File: config.mk
export PLATFORM = sky130hd
export DESIGN_NAME = branch_predict_ctrl
export DESIGN_NICKNAME = d
export VERILOG_FILES = /design/src/rtl/aura16_pkg.sv /design/src/rtl/sat_counter2.sv /design/src/rtl/branch_predict_ctrl.sv
export SDC_FILE = /design/constraint.sdc
export NUM_CORES = 1
export LEC_CHECK = 0
export CORE_ASPECT_RATIO = 0.6
export CORE_MARGIN = 2
export CORE_UTILIZATION = 53
export DETAILED_ROUTE_END_ITERATION = 7
export GPL_ROUTABILITY_DRIVEN = 0
export PLACE_DENSITY_LB_ADDON = 0.1
export SETUP_SLACK_MARGIN = 0.2
export SYNTH_ARGS = -nofsm -noshare
export SYNTH_HDL_FRONTEND = slang
export SYNTH_HIERARCHICAL = 1
export SYNTH_SLANG_ARGS = --single-unit
File: constraint.sdc
create_clock -name clk -period 2.6 [get_ports clk]
set_input_delay 0.52 -clock clk [delete_from_list [all_inputs] [get_ports clk]]
set_output_delay 0.52 -clock clk [all_outputs]
set_load 0.03 [all_outputs]
File: src/rtl/aura16_pkg.sv
// Shared definitions for the aura16 pipeline: PC width, branch-table geometry,
// 2-bit predictor counter encodings and the EX branch slot record.
package aura16_pkg;

  localparam int unsigned PC_W  = 16;
  localparam int unsigned IDX_W = 4;

  localparam logic [1:0] SNT = 2'b00;
  localparam logic [1:0] WNT = 2'b01;
  localparam logic [1:0] WT  = 2'b10;
  localparam logic [1:0] ST  = 2'b11;

  typedef struct packed {
    logic             valid;
    logic [IDX_W-1:0] idx;
    logic             pred;
    logic             bnq;
    logic [PC_W-1:0]  target;
    logic [PC_W-1:0]  fallthrough;
  } slot_t;

endpackage

File: src/rtl/sat_counter2.sv
// 2-bit saturating up/down counter used as one branch-history table entry.
// Resets to weakly-not-taken.
module sat_counter2
  import aura16_pkg::*;
(
  input  logic       clk,
  input  logic       rst_n,
  input  logic       en,
  input  logic       up,
  output logic [1:0] cnt
);

  logic [1:0] cnt_q, cnt_d;

  always_comb begin
    cnt_d = cnt_q;
    if (en) begin
      if (up && (cnt_q != ST)) begin
        cnt_d = cnt_q + 2'd1;
      end else if (!up && (cnt_q != SNT)) begin
        cnt_d = cnt_q - 2'd1;
      end
    end
  end

  always_ff @(posedge clk or negedge rst_n) begin
    if (!rst_n) begin
      cnt_q <= WNT;
    end else begin
      cnt_q <= cnt_d;
    end
  end

  assign cnt = cnt_q;

endmodule

File: src/rtl/branch_predict_ctrl.sv
// Branch predictor and redirect controller: predicts BEQ/BNQ in ID, resolves in EX,
// redirects/flushes on mispredict, trains the counter table and keeps perf counters.
module branch_predict_ctrl
  import aura16_pkg::*;
#(
  parameter int unsigned PC_INC = 2,
  parameter int unsigned CNT_W  = 16
) (
  input  logic             clk,
  input  logic             rst_n,
  input  logic             id_valid,
  input  logic             id_branch,
  input  logic             id_bnq,
  input  logic [PC_W-1:0]  id_pc,
  input  logic [PC_W-1:0]  id_target,
  input  logic             stall,
  input  logic             ex_zero,
  output logic             id_redirect,
  output logic             ex_redirect,
  output logic [PC_W-1:0]  redirect_pc,
  output logic             flush_if_id,
  output logic             flush_id_ex,
  output logic [CNT_W-1:0] branch_count,
  output logic [CNT_W-1:0] mispredict_count
);

  localparam int NumEnt = 2 ** IDX_W;

  logic [NumEnt-1:0][1:0] ctr;
  logic [NumEnt-1:0]      train_en;
  logic [IDX_W-1:0]       id_idx;
  logic                   id_br;
  logic                   pred;
  logic                   taken;
  slot_t                  slot_q, slot_d;
  logic [CNT_W-1:0]       branch_q, branch_d;
  logic [CNT_W-1:0]       mispred_q, mispred_d;

  // Counter table; lookups see the pre-update value when training hits the same entry.
  for (genvar i = 0; i < NumEnt; i++) begin : g_ctr
    sat_counter2 u_ctr (
      .clk   (clk),
      .rst_n (rst_n),
      .en    (train_en[i]),
      .up    (taken),
      .cnt   (ctr[i])
    );
  end

  assign id_idx = id_pc[IDX_W:1];
  assign id_br  = id_valid & (id_branch | id_bnq);
  assign pred   = ctr[id_idx][1];

  assign taken       = slot_q.bnq ? ~ex_zero : ex_zero;
  assign ex_redirect = slot_q.valid & (taken != slot_q.pred);
  // EX correction wins: the ID instruction is on the wrong path.
  assign id_redirect = id_br & pred & ~stall & ~ex_redirect;

  assign flush_if_id = id_redirect | ex_redirect;
  assign flush_id_ex = ex_redirect;

  always_comb begin
    redirect_pc = '0;
    if (ex_redirect) begin
      redirect_pc = taken ? slot_q.target : slot_q.fallthrough;
    end else if (id_redirect) begin
      redirect_pc = id_target;
    end
  end

  always_comb begin
    train_en = '0;
    if (slot_q.valid) begin
      train_en[slot_q.idx] = 1'b1;
    end
  end

  always_comb begin
    slot_d = '0;
    if (id_br && !stall && !ex_redirect) begin
      slot_d.valid       = 1'b1;
      slot_d.idx         = id_idx;
      slot_d.pred        = pred;
      slot_d.bnq         = id_bnq;
      slot_d.target      = id_target;
      slot_d.fallthrough = id_pc + PC_W'(PC_INC);
    end
  end

  always_comb begin
    branch_d  = branch_q;
    mispred_d = mispred_q;
    if (slot_q.valid) begin
      if (branch_q != '1) begin
        branch_d = branch_q + CNT_W'(1);
      end
      if (ex_redirect && (mispred_q != '1)) begin
        mispred_d = mispred_q + CNT_W'(1);
      end
    end
  end

  always_ff @(posedge clk or negedge rst_n) begin
    if (!rst_n) begin
      slot_q    <= '0;
      branch_q  <= '0;
      mispred_q <= '0;
    end else begin
      slot_q    <= slot_d;
      branch_q  <= branch_d;
      mispred_q <= mispred_d;
    end
  end

  assign branch_count     = branch_q;
  assign mispredict_count = mispred_q;

endmodule
==> results.md <==
* Maximum number of pins on one net before global-route repair at 61
* Most area-consuming cells after synthesis: sky130_fd_sc_hd__dfrtp_1, sky130_fd_sc_hd__dfstp_2, sky130_fd_sc_hd__mux2i_1
* Ys async rst share at 100%
* Startpoint type of the worst setup path: input port
* Max IR drop VDD at 0.466 mV
* Arrival time worst endpoint at 2080 ps
* Chip width at 133 um
* Post-DP HPWL at 8840 um
* Sort of element at the end of the critical path: primary output
* Critical Path Stages at 9
* Hold WC Path Type: input port to asynchronous set/reset pin
* Final total negative setup slack at -5.00 ps
* F_max at 0.384 GHz
* Total Nets Final at 678
* Number of buffers created by CTS at 9
* Highest fanout seen on the critical path at 7
* Flop and latch count out of synthesis at 103
* Cell Chain, Critical Path: buf_6 -> buf_12 -> mux2i_1 -> a22oi_2 -> a21oi_2 -> buf_4 -> buf_12 -> o32ai_4 -> buf_6
* Antenna diode instance count at 0
* Overflow left after global routing at 0
* Initial Util at 54.0%
* Most used flip-flop cell after synthesis: sky130_fd_sc_hd__dfrtp_1
* Pre-Repair DR Iteration Count at 5
* Master cell of the clock root buffer: sky130_fd_sc_hd__clkbuf_16
* Violations in the final reports: negative setup slack
* Status: finished, violations left
* Number of max-capacitance violations reported at 0
* Clock tree from TritonCTS: yes
* Clock-pin slew on the worst setup and hold paths at 60 ps
* PortBufs at 90
* CORE AREA at 9810 um2
* Critical-path cell with the highest stage delay: sky130_fd_sc_hd__o32ai_4
* Static Leakage at 3.42 nW
* Largest stage delay, worst path at 310 ps
* First-pass GRT wire length at 22400 um
* Depth of the worst register-to-register path at 5
* Number of fill cells in the layout at 623
* Avg Synthesized Cell Area at 10.6 um2
* Most frequent cells after synthesis: sky130_fd_sc_hd__dfrtp_1, sky130_fd_sc_hd__mux2i_1, sky130_fd_sc_hd__nor2_1, sky130_fd_sc_hd__nand2_1, sky130_fd_sc_hd__xnor2_1
* Unrepaired setup endpoints after global routing: true
* Count of final max-slew check failures at 0
* Library cell with the highest instance count after synthesis: sky130_fd_sc_hd__dfrtp_1
* Family with the most delay on the worst path: buffers and inverters
* Cell row count at 28
* Die span in y at 81.5 um
* Post-layout min period at 2600 ps
* CP Class: input port to primary output
* Slew at the pin closest to its max-slew limit at 628 ps
* Final number of hold-violating endpoints at 0
* Endpoints failing setup at 1
* Design Power at 4.79 mW
* Netlist area before placement at 5300 um2
* Top-level port count at 91
* Number of global-route vias before repair at 4398
* Final Cycle Share at 100%
* Syn nets at 540
* CTS max path bufs at 2
* Number of standard cells after synthesis at 498
* Largest area contributor in the netlist: sky130_fd_sc_hd__dfrtp_1
* Ratio of total power to cell area at 639 nW/um2
* # DRC at 0
* Worst setup slack after layout at -5.00 ps
* Clock latency reported for the late side of the worst-skew pair at 350 ps
* Ratio of cells with drive above 1 in the final layout at 24.8%
* Data required time of the worst path at 2080 ps
* Vias at 4531
* Total die area at 10800 um2
* Yosys cell types at 50
* Wire length after detailed routing at 14300 um
* Routed wirelength normalized by instance count at 18.4 um
* Portion of synthesized cell area occupied by the leading cell type at 41.1%
* Count of nets left with antenna violations after detail routing at 0
* Number of sinks handled by clock tree synthesis at 103
* Number of buffer and inverter instances along the worst setup path at 5
* Register area share after synthesis at 49.0%
* Utilization of the core after routing at 76.5%
* Yosys warning count at 6
* Iter 0 DRT Violations at 262
* Routed via count divided by cell count at 5.84
* Hold-fix buffer count after cts at 0
* H-tree levels at 3
* Max Clock Skew at 8.11 ps
* Max_slew headroom at 58.2%
* Area added between synthesis and finish at 41.6%
* Antenna violations before repair at 0
* Number of flops mapped to enable cells by yosys at 0
* Total routing resource utilization after global routing at 26.7%
## kinds of logic (layout without fill, tap and decap cells)
group,count (synthesis),count (layout),synth area share (%)
AOI/OAI and AO/OA,98,98,13.6
xor gates and xnor gates,39,39,6.87
adders and majority gates,3,3,0.708
buffers and inverters,37,180,3.68
DFF,103,103,49.0
muxes,43,43,8.26
and+or+nand+nor,175,175,17.9
## cell usage in the layout, fill, tap and decap left out, drive strengths merged, types with 10 or more instances in the layout
cell type	synthesis	routed
a21boi	16	16
a21o	16	16
a22o	16	16
and2	10	10
buf	16	71
clkbuf	1	11
clkdlybuf4s50	0	60
dfrtp	87	87
dfstp	16	16
inv	19	20
mux2i	40	40
nand2	33	33
nand2b	19	19
nand3	18	18
nand4	17	17
nor2	34	34
nor3	10	10
o21ai	18	18
o32ai	16	16
xnor2	24	24
xor2	14	14
## sequential cells by signal, summed over array words and instances (netlist names)
| register | cells |
|---|---|
| slot_q | 39 |
| g_ctr.u_ctr/cnt | 32 |
| branch_count | 16 |
| mispredict_count | 16 |
## area by class of cell
type / instances / area, um2 / share of cell area (%)
Timing Repair inverter: 2 / 27.5 / 0.367
Clock inverter: 6 / 158 / 2.10
Clock buffer: 10 / 229 / 3.05
Inverter: 20 / 87.6 / 1.17
Timing Repair Buffer: 142 / 1410 / 18.7
Sequential cell: 103 / 2600 / 34.6
Tap cell: 135 / 169 / 2.25
Multi-Input combinational cell: 358 / 2830 / 37.7
## stage by stage
step / hold slack [ps] / std cells / setup WS (ps) / cell area, um2
after floorplan: 224 / 498 / -35.2 / 5410
after global placement: 470 / 739 / -254 / 6650
after detailed placement: 475 / 739 / -339 / 6650
after CTS: 216 / 772 / 9.72 / 7370
after global routing: 227 / 776 / -38.1 / 7510
final: 193 / 776 / -5.00 / 7510
## power by group
group	total (mW)	internal, mW	switching, mW
sequential	1.97	1.77	0.196
combinational	1.10	0.520	0.577
clock	1.73	1.14	0.592
## layer usage
| layer | share of wire, % | global-route usage, % | vias up |
|---|---|---|---|
| met3 | 5.1 | 6.23 | 36 |
| met1 | 45 | 35.6 | 2259 |
| li1 | - | - | 2070 |
| met5 | 0 | 0 | - |
| met4 | 3.1 | 9.47 | 0 |
| met2 | 47 | 43.9 | 166 |
## worst paths after layout
path,from,end,slack [ps]
min reg2reg,g_ctr[6].u_ctr/cnt[0]$_DFFE_PN1P_,g_ctr[6].u_ctr/cnt[0]$_DFFE_PN1P_,480
max,id_pc[1],redirect_pc[2],-5
max reg2reg,branch_count[0]$_DFFE_PN0P_,branch_count[1]$_DFFE_PN0P_,530
min in group clk,g_ctr[6].u_ctr/cnt[0]$_DFFE_PN1P_,g_ctr[6].u_ctr/cnt[0]$_DFFE_PN1P_,480
min,rst_n,g_ctr[6].u_ctr/cnt[1]$_DFFE_PN0P_,190
max in group asynchronous,rst_n,g_ctr[1].u_ctr/cnt[0]$_DFFE_PN1P_,1640
## what timing repair did
| item | 4_1_cts | 5_1_grt |
|---|---|---|
| pin swaps | 19 | 11 |
| setup endpoints to repair | 20 | 18 |
| endpoints found under the hold margin | 0 | 0 |
| cloned | 4 | 0 |
| setup buffers | 13 | 4 |
| resized for setup | 60 | 22 |
Note: power is estimated with default switching activity, not from simulation.
